### src/rtl/regfile_arbiter_if.sv
// Bus bundle between two requesters, the arbiter and a 2-read/1-write register file.
// The slave modport is the arbiter's view; the master modport is the requester/register-file side.
interface regfile_arbiter_if #(
  parameter int DATA_WIDTH = 8,
  parameter int ADDR_WIDTH = 3
);
  logic                  req0_valid;
  logic                  req0_write;
  logic                  req0_lock;
  logic [ADDR_WIDTH-1:0] req0_addr;
  logic [DATA_WIDTH-1:0] req0_wdata;
  logic                  req0_ready;
  logic                  resp0_valid;
  logic [DATA_WIDTH-1:0] resp0_data;

  logic                  req1_valid;
  logic                  req1_write;
  logic                  req1_lock;
  logic [ADDR_WIDTH-1:0] req1_addr;
  logic [DATA_WIDTH-1:0] req1_wdata;
  logic                  req1_ready;
  logic                  resp1_valid;
  logic [DATA_WIDTH-1:0] resp1_data;

  logic                  rf_rd0_enable;
  logic [ADDR_WIDTH-1:0] rf_rd0_addr;
  logic [DATA_WIDTH-1:0] rf_rd0_data;
  logic                  rf_rd1_enable;
  logic [ADDR_WIDTH-1:0] rf_rd1_addr;
  logic [DATA_WIDTH-1:0] rf_rd1_data;
  logic                  rf_wr_enable;
  logic [ADDR_WIDTH-1:0] rf_wr_addr;
  logic [DATA_WIDTH-1:0] rf_wr_data;

  modport slave (
    input  req0_valid, req0_write, req0_lock, req0_addr, req0_wdata,
    input  req1_valid, req1_write, req1_lock, req1_addr, req1_wdata,
    input  rf_rd0_data, rf_rd1_data,
    output req0_ready, resp0_valid, resp0_data,
    output req1_ready, resp1_valid, resp1_data,
    output rf_rd0_enable, rf_rd0_addr, rf_rd1_enable, rf_rd1_addr,
    output rf_wr_enable, rf_wr_addr, rf_wr_data
  );

  modport master (
    output req0_valid, req0_write, req0_lock, req0_addr, req0_wdata,
    output req1_valid, req1_write, req1_lock, req1_addr, req1_wdata,
    output rf_rd0_data, rf_rd1_data,
    input  req0_ready, resp0_valid, resp0_data,
    input  req1_ready, resp1_valid, resp1_data,
    input  rf_rd0_enable, rf_rd0_addr, rf_rd1_enable, rf_rd1_addr,
    input  rf_wr_enable, rf_wr_addr, rf_wr_data
  );
endinterface

### src/rtl/regfile_arbiter.sv
// Two-requester register-file arbiter: stall-free reads, round-robin shared write port with lock/timeout.
// Optional macro REGFILE_BYPASS_EN forwards a same-cycle write to a read of the same register.
module regfile_arbiter #(
  parameter int DATA_WIDTH   = 8,
  parameter int ADDR_WIDTH   = 3,
  parameter int LOCK_TIMEOUT = 8
) (
  input logic             clk,
  input logic             reset,
  regfile_arbiter_if.slave bus
);

  localparam int              CNT_W       = $clog2(LOCK_TIMEOUT + 1);
  localparam logic [CNT_W-1:0] TIMEOUT_CNT = CNT_W'(LOCK_TIMEOUT);

  typedef enum logic [1:0] {
    IDLE = 2'd0,
    OWN0 = 2'd1,
    OWN1 = 2'd2
  } state_e;

  state_e                 state_q, state_d;
  logic                   last_grant_q, last_grant_d;
  logic [CNT_W-1:0]       idle_cnt_q, idle_cnt_d, idle_cnt_inc;
  logic                   resp0_valid_q, resp0_valid_d;
  logic                   resp1_valid_q, resp1_valid_d;
  logic [DATA_WIDTH-1:0]  resp0_hold_q, resp0_hold_d;
  logic [DATA_WIDTH-1:0]  resp1_hold_q, resp1_hold_d;

  logic                   rd0, rd1, wr0, wr1, gnt0, gnt1;
  logic                   owner_wr, owner_lock;
  logic                   wr_en;
  logic [ADDR_WIDTH-1:0]  wr_addr;
  logic [DATA_WIDTH-1:0]  wr_data;
  logic [DATA_WIDTH-1:0]  resp0_rdata, resp1_rdata;
  logic [DATA_WIDTH-1:0]  resp0_data, resp1_data;

  // In IDLE a tie goes to whoever did not win last; an owner blocks the other side entirely.
  always_comb begin
    rd0  = bus.req0_valid & ~bus.req0_write;
    rd1  = bus.req1_valid & ~bus.req1_write;
    wr0  = bus.req0_valid &  bus.req0_write;
    wr1  = bus.req1_valid &  bus.req1_write;
    gnt0 = 1'b0;
    gnt1 = 1'b0;
    case (state_q)
      IDLE: begin
        if (wr0 && wr1) begin
          gnt0 = last_grant_q;
          gnt1 = ~last_grant_q;
        end else begin
          gnt0 = wr0;
          gnt1 = wr1;
        end
      end
      OWN0:    gnt0 = wr0;
      OWN1:    gnt1 = wr1;
      default: ;
    endcase
  end

  always_comb begin
    wr_en   = gnt0 | gnt1;
    wr_addr = '0;
    wr_data = '0;
    if (gnt0) begin
      wr_addr = bus.req0_addr;
      wr_data = bus.req0_wdata;
    end else if (gnt1) begin
      wr_addr = bus.req1_addr;
      wr_data = bus.req1_wdata;
    end
  end

  always_comb begin
    state_d       = state_q;
    last_grant_d  = last_grant_q;
    idle_cnt_d    = idle_cnt_q;
    owner_wr      = (state_q == OWN1) ? wr1 : wr0;
    owner_lock    = (state_q == OWN1) ? bus.req1_lock : bus.req0_lock;
    idle_cnt_inc  = idle_cnt_q + 1'b1;
    resp0_valid_d = rd0;
    resp1_valid_d = rd1;
    resp0_hold_d  = resp0_data;
    resp1_hold_d  = resp1_data;

    if (gnt0) begin
      last_grant_d = 1'b0;
    end else if (gnt1) begin
      last_grant_d = 1'b1;
    end

    case (state_q)
      IDLE: begin
        idle_cnt_d = '0;
        if (gnt0 && bus.req0_lock) begin
          state_d = OWN0;
        end else if (gnt1 && bus.req1_lock) begin
          state_d = OWN1;
        end
      end
      OWN0, OWN1: begin
        // The count reaching the timeout on this edge makes the next cycle IDLE.
        if (owner_wr) begin
          idle_cnt_d = '0;
          if (!owner_lock) begin
            state_d = IDLE;
          end
        end else if (idle_cnt_inc == TIMEOUT_CNT) begin
          idle_cnt_d = '0;
          state_d    = IDLE;
        end else begin
          idle_cnt_d = idle_cnt_inc;
        end
      end
      default: begin
        state_d    = IDLE;
        idle_cnt_d = '0;
      end
    endcase
  end

`ifdef REGFILE_BYPASS_EN
  logic                  byp0_q, byp0_d;
  logic                  byp1_q, byp1_d;
  logic [DATA_WIDTH-1:0] byp_data_q, byp_data_d;

  always_comb begin
    byp0_d     = rd0 & wr_en & (wr_addr == bus.req0_addr);
    byp1_d     = rd1 & wr_en & (wr_addr == bus.req1_addr);
    byp_data_d = wr_data;
  end

  always_ff @(posedge clk or negedge reset) begin
    if (!reset) begin
      byp0_q     <= 1'b0;
      byp1_q     <= 1'b0;
      byp_data_q <= '0;
    end else begin
      byp0_q     <= byp0_d;
      byp1_q     <= byp1_d;
      byp_data_q <= byp_data_d;
    end
  end

  assign resp0_rdata = byp0_q ? byp_data_q : bus.rf_rd0_data;
  assign resp1_rdata = byp1_q ? byp_data_q : bus.rf_rd1_data;
`else
  assign resp0_rdata = bus.rf_rd0_data;
  assign resp1_rdata = bus.rf_rd1_data;
`endif

  // Register-file data arrives a cycle after the enable, so the response passes it straight through.
  assign resp0_data = resp0_valid_q ? resp0_rdata : resp0_hold_q;
  assign resp1_data = resp1_valid_q ? resp1_rdata : resp1_hold_q;

  always_ff @(posedge clk or negedge reset) begin
    if (!reset) begin
      state_q       <= IDLE;
      last_grant_q  <= 1'b1;
      idle_cnt_q    <= '0;
      resp0_valid_q <= 1'b0;
      resp1_valid_q <= 1'b0;
      resp0_hold_q  <= '0;
      resp1_hold_q  <= '0;
    end else begin
      state_q       <= state_d;
      last_grant_q  <= last_grant_d;
      idle_cnt_q    <= idle_cnt_d;
      resp0_valid_q <= resp0_valid_d;
      resp1_valid_q <= resp1_valid_d;
      resp0_hold_q  <= resp0_hold_d;
      resp1_hold_q  <= resp1_hold_d;
    end
  end

  assign bus.req0_ready    = rd0 | gnt0;
  assign bus.req1_ready    = rd1 | gnt1;
  assign bus.rf_rd0_enable = rd0;
  assign bus.rf_rd1_enable = rd1;
  assign bus.rf_rd0_addr   = bus.req0_addr;
  assign bus.rf_rd1_addr   = bus.req1_addr;
  assign bus.rf_wr_enable  = wr_en;
  assign bus.rf_wr_addr    = wr_addr;
  assign bus.rf_wr_data    = wr_data;
  assign bus.resp0_valid   = resp0_valid_q;
  assign bus.resp1_valid   = resp1_valid_q;
  assign bus.resp0_data    = resp0_data;
  assign bus.resp1_data    = resp1_data;

endmodule

### src/flat_wrapper.sv
// flat-port wrapper written by rule: the top's interface ports become plain ports
module regfile_arbiter_flat 
#(
  parameter int DATA_WIDTH   = 8,
  parameter int ADDR_WIDTH   = 3,
  parameter int LOCK_TIMEOUT = 8
)
  (clk, reset, bus_req0_valid, bus_req0_write, bus_req0_lock, bus_req0_addr, bus_req0_wdata, bus_req1_valid, bus_req1_write, bus_req1_lock, bus_req1_addr, bus_req1_wdata, bus_rf_rd0_data, bus_rf_rd1_data, bus_req0_ready, bus_resp0_valid, bus_resp0_data, bus_req1_ready, bus_resp1_valid, bus_resp1_data, bus_rf_rd0_enable, bus_rf_rd0_addr, bus_rf_rd1_enable, bus_rf_rd1_addr, bus_rf_wr_enable, bus_rf_wr_addr, bus_rf_wr_data);
  regfile_arbiter_if #(.DATA_WIDTH(DATA_WIDTH), .ADDR_WIDTH(ADDR_WIDTH)) bus_i ();
  input logic clk;
  input logic reset;
  input wire logic [$bits(bus_i.req0_valid)-1:0] bus_req0_valid;
  input wire logic [$bits(bus_i.req0_write)-1:0] bus_req0_write;
  input wire logic [$bits(bus_i.req0_lock)-1:0] bus_req0_lock;
  input wire logic [$bits(bus_i.req0_addr)-1:0] bus_req0_addr;
  input wire logic [$bits(bus_i.req0_wdata)-1:0] bus_req0_wdata;
  input wire logic [$bits(bus_i.req1_valid)-1:0] bus_req1_valid;
  input wire logic [$bits(bus_i.req1_write)-1:0] bus_req1_write;
  input wire logic [$bits(bus_i.req1_lock)-1:0] bus_req1_lock;
  input wire logic [$bits(bus_i.req1_addr)-1:0] bus_req1_addr;
  input wire logic [$bits(bus_i.req1_wdata)-1:0] bus_req1_wdata;
  input wire logic [$bits(bus_i.rf_rd0_data)-1:0] bus_rf_rd0_data;
  input wire logic [$bits(bus_i.rf_rd1_data)-1:0] bus_rf_rd1_data;
  output wire logic [$bits(bus_i.req0_ready)-1:0] bus_req0_ready;
  output wire logic [$bits(bus_i.resp0_valid)-1:0] bus_resp0_valid;
  output wire logic [$bits(bus_i.resp0_data)-1:0] bus_resp0_data;
  output wire logic [$bits(bus_i.req1_ready)-1:0] bus_req1_ready;
  output wire logic [$bits(bus_i.resp1_valid)-1:0] bus_resp1_valid;
  output wire logic [$bits(bus_i.resp1_data)-1:0] bus_resp1_data;
  output wire logic [$bits(bus_i.rf_rd0_enable)-1:0] bus_rf_rd0_enable;
  output wire logic [$bits(bus_i.rf_rd0_addr)-1:0] bus_rf_rd0_addr;
  output wire logic [$bits(bus_i.rf_rd1_enable)-1:0] bus_rf_rd1_enable;
  output wire logic [$bits(bus_i.rf_rd1_addr)-1:0] bus_rf_rd1_addr;
  output wire logic [$bits(bus_i.rf_wr_enable)-1:0] bus_rf_wr_enable;
  output wire logic [$bits(bus_i.rf_wr_addr)-1:0] bus_rf_wr_addr;
  output wire logic [$bits(bus_i.rf_wr_data)-1:0] bus_rf_wr_data;
  assign bus_i.req0_valid = bus_req0_valid;
  assign bus_i.req0_write = bus_req0_write;
  assign bus_i.req0_lock = bus_req0_lock;
  assign bus_i.req0_addr = bus_req0_addr;
  assign bus_i.req0_wdata = bus_req0_wdata;
  assign bus_i.req1_valid = bus_req1_valid;
  assign bus_i.req1_write = bus_req1_write;
  assign bus_i.req1_lock = bus_req1_lock;
  assign bus_i.req1_addr = bus_req1_addr;
  assign bus_i.req1_wdata = bus_req1_wdata;
  assign bus_i.rf_rd0_data = bus_rf_rd0_data;
  assign bus_i.rf_rd1_data = bus_rf_rd1_data;
  assign bus_req0_ready = bus_i.req0_ready;
  assign bus_resp0_valid = bus_i.resp0_valid;
  assign bus_resp0_data = bus_i.resp0_data;
  assign bus_req1_ready = bus_i.req1_ready;
  assign bus_resp1_valid = bus_i.resp1_valid;
  assign bus_resp1_data = bus_i.resp1_data;
  assign bus_rf_rd0_enable = bus_i.rf_rd0_enable;
  assign bus_rf_rd0_addr = bus_i.rf_rd0_addr;
  assign bus_rf_rd1_enable = bus_i.rf_rd1_enable;
  assign bus_rf_rd1_addr = bus_i.rf_rd1_addr;
  assign bus_rf_wr_enable = bus_i.rf_wr_enable;
  assign bus_rf_wr_addr = bus_i.rf_wr_addr;
  assign bus_rf_wr_data = bus_i.rf_wr_data;
  regfile_arbiter #(.DATA_WIDTH(DATA_WIDTH), .ADDR_WIDTH(ADDR_WIDTH), .LOCK_TIMEOUT(LOCK_TIMEOUT)) u_core (.clk(clk), .reset(reset), .bus(bus_i));
endmodule
### config.mk
export PLATFORM = sky130hd
export DESIGN_NAME = regfile_arbiter_flat
export DESIGN_NICKNAME = d
export VERILOG_FILES = /design/src/rtl/regfile_arbiter_if.sv /design/src/rtl/regfile_arbiter.sv /design/src/flat_wrapper.sv
export SDC_FILE = /design/constraint.sdc
export NUM_CORES = 1
export LEC_CHECK = 0
export ABC_AREA = 1
export ABC_CLOCK_PERIOD_IN_PS = 1400
export CAP_MARGIN = 20
export CORE_MARGIN = 2
export CORE_UTILIZATION = 34
export CTS_CLUSTER_DIAMETER = 100
export DETAILED_ROUTE_END_ITERATION = 10
export HOLD_SLACK_MARGIN = 0.03
export PLACE_DENSITY = 0.76
export SYNTH_ARGS = -nofsm -noshare
export SYNTH_HDL_FRONTEND = slang
export SYNTH_SLANG_ARGS = --single-unit
export TNS_END_PERCENT = 10
### constraint.sdc
create_clock -name clk -period 1.4 [get_ports clk]
set_clock_uncertainty 0.05 [all_clocks]
set_input_delay 0.14 -clock clk [delete_from_list [all_inputs] [get_ports clk]]
set_output_delay 0.14 -clock clk [all_outputs]
set_load 0.02 [all_outputs]
==> key figures, run 1 <==
Layout
  – Area of the multi-input gates: 807 um^2
  – Layout overhead on the synthesized area: 90.3%
  – Share of layout cells above drive strength 1: 0.449
  – ANT cells: 0
  – Fin area: 0.00278 mm^2
  – Nets: 328
  – Filler cell count: 320
  – Register Area: 627 um^2
  – Layout Utilization: 0.684

Timing
  – Fmax achieved: 0.519 GHz
  – Slew Limit Fails: 0
  – Period utilisation layout: 1.38
  – Setup WS post-layout: -0.526 ns
  – Final Hold Vio Count: 0
  – Crit path time final: 1.93 ns
  – Unrepaired setup endpoints after global routing: true
  – Tightest Pin Transition: 0.317 ns
  – Relative slew margins: 0.789
  – Final setup fails: 37

Clock tree
  – Clock transition at path regs: 0.09 ns
  – CTS sink cnt: 25
  – Num CTS Buffers: 3
  – Htree depth: 1
  – CTS tree: yes
  – Clock buffer depth: 2
  – Root buf cell: clkbuf_8
  – Clock latency on the worst-skew pair: 0.27 ns

Flow run
  – # Max-Cap Violations: 0

Logic synthesis
  – Part of the Yosys area used for sequential elements: 0.430
  – Number of synthesized flops with an enable pin: 0
  – Mapped Cells: 164
  – Post-synth cell types: 21
  – Post-Syn Area: 0.00146 mm^2
  – Avg Cell Area, Syn: 8.90 um^2
  – Asr flop ratio synth: 1.00
  – Synthesized flop and latch total: 25
  – Top_reg_cell synth: dfrtp_1
  – Post-synthesis net count: 215
  – Yosys warning count: 0

Critical path
  – Crit end category: output pin
  – Worst r2r src: u_core.state_q[1]$_DFFE_PN0P_
  – Worst EP arrival: 1.74 ns
  – CP max FO: 5
  – Worst setup SP type: flip-flop
  – Setup CP Type: reg2out
  – Critical Path RT: 1.21 ns
  – Crit path largest cell delay: 0.41 ns
  – CP max stage cell: dfrtp_1
  – Most used cell, CP: inv_2
  – Critical path startpoint: u_core.state_q[1]$_DFFE_PN0P_
  – Critical path, cell by cell: inv_2, ha_2, inv_2, nand2_2, nand2_4, buf_16, buf_12, a21oi_4, buf_6

Power
  – P per Cell Area: 1360 mW/mm^2
  – Comb pwr share: 0.643
  – Pint: 2.31 mW
  – Leakage: 1.31 nW
  – Clock power frac: 0.114
  – Flop pwr share: 0.242
  – NetSw: 1.46 mW
  – Switching Share: 0.387
  – Maximum VDD drop: 0.000819 V

Detailed routing
  – Drt via density: 4.61
  – Initial DRC count: 67
  – Routed via count: 1504
  – Routed Antenna Nets: 0
  – WL/cell: 13.9 um
  – First drt pass iteration count: 4
  – Drt drc: 0
  – Routed WL: 4520 um

Global routing
  – Initial antenna violation count: 0
  – Global-route wire length before repair: 7020 um
  – GRT Util Overall: 0.178
  – Vias in the first global route: 1525
  – Largest net degree at the start of global routing: 26
  – Grt total ovfl: 0

Place
  – Routability Congestion: 0.772
  – IO buf count: 85
  – Detail Placement HPWL: 3070 um
  – Placed inst area: 0.00259 mm^2

Min path
  – Hold WC Path Type: in2async

Floorplanning
  – I/O pin cnt: 86
  – Die W: 69.5 um
  – Initial Util: 0.360
  – Die height: 69.5 um
  – Placeable core area: 0.00406 mm^2
  – Die footprint: 0.00483 mm^2
  – Rows: 23

Status
  – Outcome: complete, but fails checks
  – Failing checks: setup timing
[through the flow]
step                      std cells  power, mW  hold WS (ns)  TNS [ns]  setup WS, ns
after floorplan                 164       2.01        -0.206    -0.909       -0.0744
after global placement          314       2.92         0.429    -14.92        -0.822
after detailed placement        314       2.96         0.434    -15.94        -0.848
after CTS                       319       3.48         0.189     -7.99        -0.492
after global routing            326       3.99         0.212    -11.30        -0.594
final                           326       3.77         0.179     -8.73        -0.526
[cell families (layout without fill, tap and decap cells)]
group / after synthesis / count (layout) / share of synthesized area
AO/OA/AOI/OAI: 16 / 16 / 0.0780
adder cells (fa/ha/maj): 5 / 5 / 0.0429
multiplexers: 16 / 16 / 0.123
flip-flops: 25 / 25 / 0.430
AND/OR/NAND/NOR: 70 / 70 / 0.211
buffers and inverters: 32 / 144 / 0.115
[power by group through the flow]
stage | clock network (mW) | logic, mW | registers [mW]
final | 0.430 | 2.43 | 0.914
after global routing | 0.475 | 2.59 | 0.927
after CTS | 0.449 | 2.12 | 0.909
after detailed placement | 0 | 2.05 | 0.918
after global placement | 0 | 2.01 | 0.910
after floorplan | 0 | 1.09 | 0.920
[worst max-delay path, delay by kind of cell (launching register included)]
family	cells	cell delay, ns
compound gates	1	0.13
fa+ha+maj	1	0.18
buf+inv	5	0.56
flops	1	0.41
simple gates	2	0.18
[registers in the layout (all words and copies together) (netlist names)]
register	cells
u_core.resp0_hold_q	8
u_core.resp1_hold_q	8
u_core.idle_cnt_q	4
u_core.state_q	2
u_core.bus.resp0_valid	1
u_core.bus.resp1_valid	1
u_core.last_grant_q	1
[final timing paths]
kind / end / cells after the start / slack, ns
max in group asynchronous: u_core.last_grant_q$_DFFE_PN1P_ / 2 / 0.83
setup reg to reg: u_core.state_q[1]$_DFFE_PN0P_ / 10 / -0.35
hold reg to reg: u_core.resp0_hold_q[4]$_DFF_PN0_ / 1 / 0.45
hold / removal: u_core.resp0_hold_q[5]$_DFF_PN0_ / 2 / 0.18
min in group clk: u_core.resp0_hold_q[5]$_DFF_PN0_ / 2 / 0.44
setup / recovery: bus_rf_wr_addr[1] / 9 / -0.53
[final cells by class]
cell class | count | share of cell area
Timing Repair Buffer | 119 | 0.415
Multi-Input combinational cell | 107 | 0.291
Sequential cell | 25 | 0.226
Inverter | 21 | 0.0284
Tap cell | 50 | 0.0225
Clock buffer | 3 | 0.0149
Clock inverter | 1 | 0.00270
[synthesized netlist by cell type (2+ instances only)]
library cell,number,share of area
buf_2,2,0.0069
nand2_2,2,0.0086
dfrtp_1,24,0.41
o21ai_0,3,0.010
mux2_2,16,0.12
nand3_2,2,0.014
inv_1,18,0.046
nand2_1,35,0.090
buf_6,3,0.023
buf_4,6,0.031
a21oi_1,4,0.014
nand3_1,9,0.031
a21oi_2,9,0.054
ha_1,5,0.043
nor2_1,18,0.046
inv_2,3,0.0077
[routing by layer]
layer | track usage | vias up | routed length [um]
met3 | 0.0392 | 8 | 235
met4 | 0.0458 | 0 | 68
met2 | 0.314 | 51 | 2430
met1 | 0.218 | 706 | 1790
met5 | 0 | - | 0
li1 | - | 739 | -
[cells in the final DEF (no fill, tap or decap), drive strengths merged, types with 3 or more instances in the layout]
cell / count
o21ai: 3
dfrtp: 24
inv: 21
a21oi: 13
clkdlybuf4s50: 45
mux2: 16
nand3: 11
nor2: 19
nand2: 37
ha: 5
dlygate4sd2: 8
buf: 65
clkbuf: 4
[what timing repair did]
item / 4_1_cts / 5_1_grt
pin swaps: 1 / 1
hold buffers: 0 / 0
setup buffers: 0 / 6
gates cloned: 1 / 1
hold endpoints to repair: 0 / 0
gates resized for setup: 176 / 22
endpoints found under the setup margin: 47 / 38
(Power assumes the default switching activity.)
==> run 2: changes to the inputs <==
--- a/config.mk
+++ b/config.mk
@@ -14,6 +14,7 @@
 export DETAILED_ROUTE_END_ITERATION = 10
 export HOLD_SLACK_MARGIN = 0.03
 export PLACE_DENSITY = 0.76
+export RECOVER_POWER = 25
 export SYNTH_ARGS = -nofsm -noshare
 export SYNTH_HDL_FRONTEND = slang
 export SYNTH_SLANG_ARGS = --single-unit
==> run 2 against run 1 <==
Against the previous run: the run still ends with setup timing left; combinational power hardly changed; count of clock-buffer cells in the layout is the same; register-to-register slack about the same; clock power barely moved; sequential share of layout area hardly changed; fmax unchanged; via count unchanged; wire length is essentially flat; total power hardly changed; global-route usage is the same; critical path depth is the same.
==> key figures, run 2 (same netlist as run 1, synthesis figures left out) <==
Floorplanning
  – Die height: 69.5 um (unchanged)
  – Die W: 69.5 um (unchanged)
  – Initial Util: 0.360 (unchanged)
  – I/O pin cnt: 86 (unchanged)
  – Placeable core area: 0.00406 mm^2 (unchanged)
  – Rows: 23 (unchanged)
  – Die footprint: 0.00483 mm^2 (unchanged)

Global routing
  – Vias in the first global route: 1525 (unchanged)
  – Grt total ovfl: 0 (unchanged)
  – Global routing's busiest layer: met2 (unchanged)
  – Grt met3 use: 0.0392 (unchanged)
  – M2 GR Usage: 0.314 (unchanged)
  – Initial antenna violation count: 0 (unchanged)
  – GR Layer Usage met1: 0.218 (unchanged)
  – GRT Util Overall: 0.178 (unchanged)
  – Global-route wire length before repair: 7020 um (unchanged)
  – Largest net degree at the start of global routing: 26 (unchanged)

Detailed routing
  – Routed WL: 4520 um (about the same)
  – Routed Antenna Nets: 0 (unchanged)
  – WL/cell: 13.9 um (about the same)
  – Initial DRC count: 67 (unchanged)
  – Drt via density: 4.61 (unchanged)
  – Routed via count: 1504 (unchanged)
  – Drt drc: 0 (unchanged)
  – First drt pass iteration count: 4 (unchanged)

Timing
  – Final setup fails: 37 (unchanged)
  – Slew Limit Fails: 0 (unchanged)
  – Unrepaired setup endpoints after global routing: true (unchanged)
  – Crit path time final: 1.93 ns (unchanged)
  – Relative slew margins: 0.590 (was 0.789)
  – Final Hold Vio Count: 0 (unchanged)
  – Period utilisation layout: 1.38 (unchanged)
  – Fmax achieved: 0.519 GHz (unchanged)
  – Setup WS post-layout: -0.526 ns (unchanged)
  – Tightest Pin Transition: 0.616 ns (was 0.317 ns)

Power
  – Maximum VDD drop: 0.000819 V (about the same)
  – P per Cell Area: 1360 mW/mm^2 (about the same)
  – Leakage: 1.30 nW (was 1.31 nW)

Clock tree
  – CTS sink cnt: 25 (unchanged)
  – Clock buffer depth: 2 (unchanged)
  – CTS Hold Bufs: 0 (unchanged)
  – Root buf cell: clkbuf_8 (unchanged)
  – Clock latency on the worst-skew pair: 0.27 ns (about the same)
  – Clock transition at path regs: 0.09 ns (about the same)
  – Htree depth: 1 (unchanged)
  – Num CTS Buffers: 3 (unchanged)
  – CTS tree: yes (unchanged)

Layout
  – Share of layout cells above drive strength 1: 0.449 (unchanged)
  – ANT cells: 0 (unchanged)
  – Leading cell type in the layout, fill and taps excluded: clkdlybuf4s50_1 (unchanged)
  – Nets: 328 (unchanged)
  – Fin area: 0.00277 mm^2 (was 0.00278 mm^2)
  – Most frequent cells in the layout: clkdlybuf4s50_1, nand2_1, buf_4 (unchanged)
  – Largest regs: u_core.resp0_hold_q (8), u_core.resp1_hold_q (8), u_core.idle_cnt_q (4) (unchanged)
  – Layout Utilization: 0.684 (about the same)
  – Final Non-Filler Cells: 326 (unchanged)
  – Layout overhead on the synthesized area: 90.1% (was 90.3%)

Critical path
  – Worst EP arrival: 1.74 ns (about the same)
  – Crit path largest cell delay: 0.41 ns (about the same)
  – Most used cell, CP: inv_2 (unchanged)
  – CP max stage cell: dfrtp_1 (unchanged)
  – WP buf/inv: 5 (unchanged)
  – Critical path, cell by cell: inv_2, ha_2, inv_2, nand2_2, nand2_4, buf_16, buf_12, a21oi_4, buf_6 (unchanged)
  – Worst r2r src: u_core.state_q[1]$_DFFE_PN0P_ (unchanged)
  – Worst setup SP type: flip-flop (unchanged)
  – Family with the most delay on the worst path: buffers and inverters (unchanged)
  – Crit end category: output pin (unchanged)
  – Setup CP Type: reg2out (unchanged)
  – Critical Path RT: 1.21 ns (about the same)
  – Critical path startpoint: u_core.state_q[1]$_DFFE_PN0P_ (unchanged)
  – CP max FO: 5 (unchanged)

Place
  – Detail Placement HPWL: 3070 um (unchanged)
  – IO buf count: 85 (unchanged)
  – Routability Congestion: 0.772 (unchanged)
  – Placed inst area: 0.00259 mm^2 (unchanged)
  – Placed insts: 314 (unchanged)
  – Pre-CTS setup slack: -0.848 ns (unchanged)

Status
  – Outcome: complete, but fails checks (unchanged)
  – Failing checks: setup timing (unchanged)

Min path
  – Hold WC Path Type: in2async (unchanged)

Flow run
  – # Max-Cap Violations: 0 (unchanged)
-- run 2: cell count changes in the layout (fill, tap and decap cells not counted) --
cell,delta
buf_4,-1
clkbuf_2,+1
clkdlybuf4s50_1,-1
dlygate4sd3_1,+1
-- run 2: routing by layer --
metal	wire length [um]	up-vias	share of wire
met1	1790	706	0.40
met5	0	-	0
li1	-	739	-
met2	2430	51	0.54
met4	68	0	0.015
met3	235	8	0.052
-- run 2: power breakdown --
| part | leakage (nW) | switching, mW | internal (mW) |
|---|---|---|---|
| registers | 0.306 | 0.0576 | 0.856 |
| logic | 0.977 | 1.17 | 1.25 |
| clock network | 0.0217 | 0.229 | 0.201 |
| total | 1.30 | 1.46 | 2.31 |
-- run 2: area by class of cell --
cell class                 count  area, um^2
clock inverter                 1        7.51
timing repair buffer         119        1150
inverter                      21        78.8
clock buffer                   3        41.3
multi-input combinational    107         807
sequential                    25         627
fill                         321        1280
tap                           50        62.6
-- run 2: worst paths after layout --
| check | end | slack [ns] | cells past startpoint |
|---|---|---|---|
| max | bus_rf_wr_addr[1] | -0.53 | 9 |
| min | u_core.resp0_hold_q[5]$_DFF_PN0_ | 0.36 | 2 |
| max reg2reg | u_core.state_q[1]$_DFFE_PN0P_ | -0.35 | 10 |
| min reg2reg | u_core.resp0_hold_q[4]$_DFF_PN0_ | 0.45 | 1 |
| max in group asynchronous | u_core.state_q[0]$_DFFE_PN0P_ | 0.55 | 2 |
| min in group clk | u_core.resp0_hold_q[5]$_DFF_PN0_ | 0.44 | 2 |
-- run 2: through the flow --
step                      setup TNS (ns)  hold WS [ns]  power, mW
after floorplan                   -0.909        -0.206       2.01
after global placement            -14.92         0.429       2.92
after detailed placement          -15.94         0.434       2.96
after CTS                          -7.99         0.189       3.48
after global routing              -11.30         0.420       3.99
final                              -8.73         0.355       3.77
-- run 2: repair_timing --
action                     CTS  global route
gates cloned                 1             1
setup endpoints to repair   47            38
resized for setup          176            22
pin swaps                    1             1
setup buffers                0             6
==> run 3: changes to the inputs <==
--- a/config.mk
+++ b/config.mk
@@ -6,14 +6,14 @@
 export NUM_CORES = 1
 export LEC_CHECK = 0
 export ABC_AREA = 1
-export ABC_CLOCK_PERIOD_IN_PS = 1400
+export ABC_CLOCK_PERIOD_IN_PS = 2350
 export CAP_MARGIN = 20
 export CORE_MARGIN = 2
-export CORE_UTILIZATION = 34
+export CORE_UTILIZATION = 40
 export CTS_CLUSTER_DIAMETER = 100
 export DETAILED_ROUTE_END_ITERATION = 10
 export HOLD_SLACK_MARGIN = 0.03
-export PLACE_DENSITY = 0.76
+export PLACE_DENSITY = 0.84
 export RECOVER_POWER = 25
 export SYNTH_ARGS = -nofsm -noshare
 export SYNTH_HDL_FRONTEND = slang
==> constraint.sdc (replaced) <==
create_clock -name clk -period 2.35 [get_ports clk]
set_clock_uncertainty 0.05 [all_clocks]
set_input_delay 0.235 -clock clk [delete_from_list [all_inputs] [get_ports clk]]
set_output_delay 0.235 -clock clk [all_outputs]
set_load 0.02 [all_outputs]
==> run 3 against run 2 <==
Against the previous run: the run now ends clean; setup slack improved by 0.64 ns; die area fell by 14%; utilization rose by 0.21 points; sequential share of layout area up 4.2 points; first-iteration DRC count decreased by 70%; final cell count shrank 10%.
==> key figures, run 3 (same netlist as run 1, synthesis figures left out) <==
Global routing
  – GRT Util Overall: 0.174 (was 0.178)
  – Initial antenna violation count: 0 (unchanged)
  – Largest net degree at the start of global routing: 26 (unchanged)
  – Vias in the first global route: 1361 (was 1525)
  – Grt total ovfl: 0 (unchanged)
  – Global-route wire length before repair: 5690 um (was 7020 um)

Timing
  – Final setup fails: 0 (was 37)
  – Final Hold Vio Count: 0 (unchanged)
  – Crit path time final: 2.23 ns
  – Relative slew margins: 0.136 (was 0.590)
  – Fmax achieved: 0.448 GHz
  – Unrepaired setup endpoints after global routing: true (unchanged)
  – Setup WS post-layout: 0.116 ns (was -0.526 ns)
  – Period utilisation layout: 0.951
  – Slew Limit Fails: 0 (unchanged)
  – Tightest Pin Transition: 1.30 ns (was 0.616 ns)

Layout
  – Share of layout cells above drive strength 1: 0.211 (was 0.449)
  – Most frequent cells in the layout: clkdlybuf4s50_1, nand2_1, dfrtp_1 (was clkdlybuf4s50_1, nand2_1, buf_4)
  – Register Area: 627 um^2 (unchanged)
  – ANT cells: 0 (unchanged)
  – Fin area: 0.00234 mm^2 (was 0.00277 mm^2)
  – Layout overhead on the synthesized area: 60.5% (was 90.1%)
  – Filler cell count: 265 (was 321)
  – Largest regs: u_core.resp0_hold_q (8), u_core.resp1_hold_q (8), u_core.idle_cnt_q (4) (unchanged)
  – Leading cell type in the layout, fill and taps excluded: clkdlybuf4s50_1 (unchanged)
  – Final Non-Filler Cells: 293 (was 326)
  – Area of the multi-input gates: 682 um^2 (was 807 um^2)
  – Nets: 299 (was 328)

Power
  – Tot Pwr: 1.70 mW (was 3.77 mW)
  – Comb pwr share: 0.561 (was 0.643)
  – Switching Share: 0.404 (was 0.387)
  – P per Cell Area: 724 mW/mm^2 (was 1360 mW/mm^2)
  – Pint: 1.01 mW (was 2.31 mW)
  – Clock power frac: 0.113 (was 0.114)
  – NetSw: 686 uW (was 1.46 mW)
  – Flop pwr share: 0.326 (was 0.243)
  – Leakage: 1.05 nW (was 1.30 nW)
  – Maximum VDD drop: 0.000368 V (was 0.000819 V)

Floorplanning
  – Die footprint: 0.00415 mm^2 (was 0.00483 mm^2)
  – Initial Util: 0.427 (was 0.360)
  – Placeable core area: 0.00342 mm^2 (was 0.00406 mm^2)
  – Die height: 64.4 um (was 69.5 um)
  – Die W: 64.4 um (was 69.5 um)
  – I/O pin cnt: 86 (unchanged)
  – Rows: 21 (was 23)

Place
  – Placed insts: 289 (was 314)
  – Routability Congestion: 0.756 (was 0.772)
  – Detail Placement HPWL: 2760 um (was 3070 um)
  – Placed inst area: 0.00234 mm^2 (was 0.00259 mm^2)
  – Pre-CTS setup slack: -0.0757 ns (was -0.848 ns)
  – IO buf count: 85 (unchanged)

Critical path
  – Worst r2r src: u_core.state_q[0]$_DFFE_PN0P_ (was u_core.state_q[1]$_DFFE_PN0P_)
  – Worst EP arrival: 1.95 ns (was 1.74 ns)
  – Worst setup SP type: flip-flop (unchanged)
  – CP max FO: 13 (was 5)
  – Setup CP Type: reg2out (unchanged)
  – Critical Path RT: 2.07 ns (was 1.21 ns)
  – Critical path startpoint: u_core.state_q[0]$_DFFE_PN0P_ (was u_core.state_q[1]$_DFFE_PN0P_)
  – Crit end category: output pin (unchanged)

Flow run
  – # Max-Cap Violations: 0 (unchanged)

Detailed routing
  – Routed via count: 1339 (was 1504)
  – Initial DRC count: 20 (was 67)
  – Drt via density: 4.57 (was 4.61)
  – WL/cell: 11.6 um (was 13.9 um)
  – First drt pass iteration count: 4 (unchanged)
  – Routed Antenna Nets: 0 (unchanged)
  – Drt drc: 0 (unchanged)
  – Routed WL: 3400 um (was 4520 um)

Clock tree
  – Num CTS Buffers: 3 (unchanged)
  – Post-CTS setup repair buffer count: 0 (unchanged)
  – Clock buffer depth: 2 (unchanged)
  – CTS sink cnt: 25 (unchanged)
  – Root buf cell: clkbuf_4 (was clkbuf_8)
  – Htree depth: 1 (unchanged)
  – CTS tree: yes (unchanged)
  – CTS Hold Bufs: 0 (unchanged)
  – Clock latency on the worst-skew pair: 0.31 ns (was 0.27 ns)
  – Clock transition at path regs: 0.14 ns (was 0.09 ns)

Min path
  – Hold Crit Start: u_core.resp0_hold_q[7]$_DFF_PN0_
  – Hold WC Path Type: reg2reg (was in2async)

Status
  – Outcome: completed (was complete, but fails checks)
[run 3: cell count changes in the layout (fill, tap and decap cells not counted), sizes merged]
cell / before / now
clkbuf: 5 / 12
buf: 64 / 4
dlygate4sd2: 8 / 2
clkdlybuf4s50: 44 / 70
clkdlybuf4s15: 0 / 4
[run 3: stage by stage]
step | utilization | hold WS (ns) | TNS [ns]
after CTS | 0.691 | 0.213 | 0
after detailed placement | 0.685 | 0.436 | -0.637
after floorplan | - | -0.111 | 0
after global placement | 0.685 | 0.428 | -0.318
after global routing | 0.686 | 0.468 | -0.0121
final | 0.686 | 0.465 | 0
[run 3: critical path, cell delays in order (launching register included)]
cell and delay (ns):
dfrtp_1 0.42, inv_1 0.13, ha_1 0.24, nand3_2 0.14, nand2_4 0.18, nand2_1 0.09, a21oi_2 0.13, clkdlybuf4s15_1 0.31
[run 3: worst paths after layout]
check                                                   endpoint  slack, ns  cells past startpoint
worst min-delay path            u_core.resp0_hold_q[7]$_DFF_PN0_       0.46                      1
worst max register to register     u_core.state_q[1]$_DFFE_PN0P_       0.69                      9
worst max-delay path                           bus_rf_wr_data[4]       0.12                      7
worst min register to register  u_core.resp0_hold_q[7]$_DFF_PN0_       0.46                      1
min in group asynchronous       u_core.resp1_hold_q[7]$_DFF_PN0_       0.66                      2
max in group asynchronous       u_core.resp0_hold_q[0]$_DFF_PN0_       0.83                      2
[run 3: power by group through the flow]
stage	clock network, mW	registers, mW	logic, mW
after global routing	0.221	0.565	1.05
after floorplan	0	0.548	0.589
after CTS	0.201	0.554	0.947
after global placement	0	0.557	0.986
final	0.191	0.554	0.952
after detailed placement	0	0.563	0.987
[run 3: layout make-up]
class | count | area share
Clock inverter | 1 | 0.00321
Inverter | 21 | 0.0337
Sequential cell | 25 | 0.268
Tap cell | 46 | 0.0246
Timing Repair Buffer | 90 | 0.370
Clock buffer | 3 | 0.00962
Multi-Input combinational cell | 107 | 0.291
[run 3: timing repair]
action | in CTS | in global routing
endpoints found under the setup margin | 14 | 12
pin swaps | 0 | 0
resized for setup | 16 | 22
[run 3: per-layer routing]
metal / vias to the layer above / track usage / routed length (um)
li1: 681 / - / -
met1: 590 / 0.190 / 1380
met2: 66 / 0.328 / 1660
met3: 2 / 0.0475 / 332
met4: 0 / 0.0479 / 27
met5: - / 0 / 0
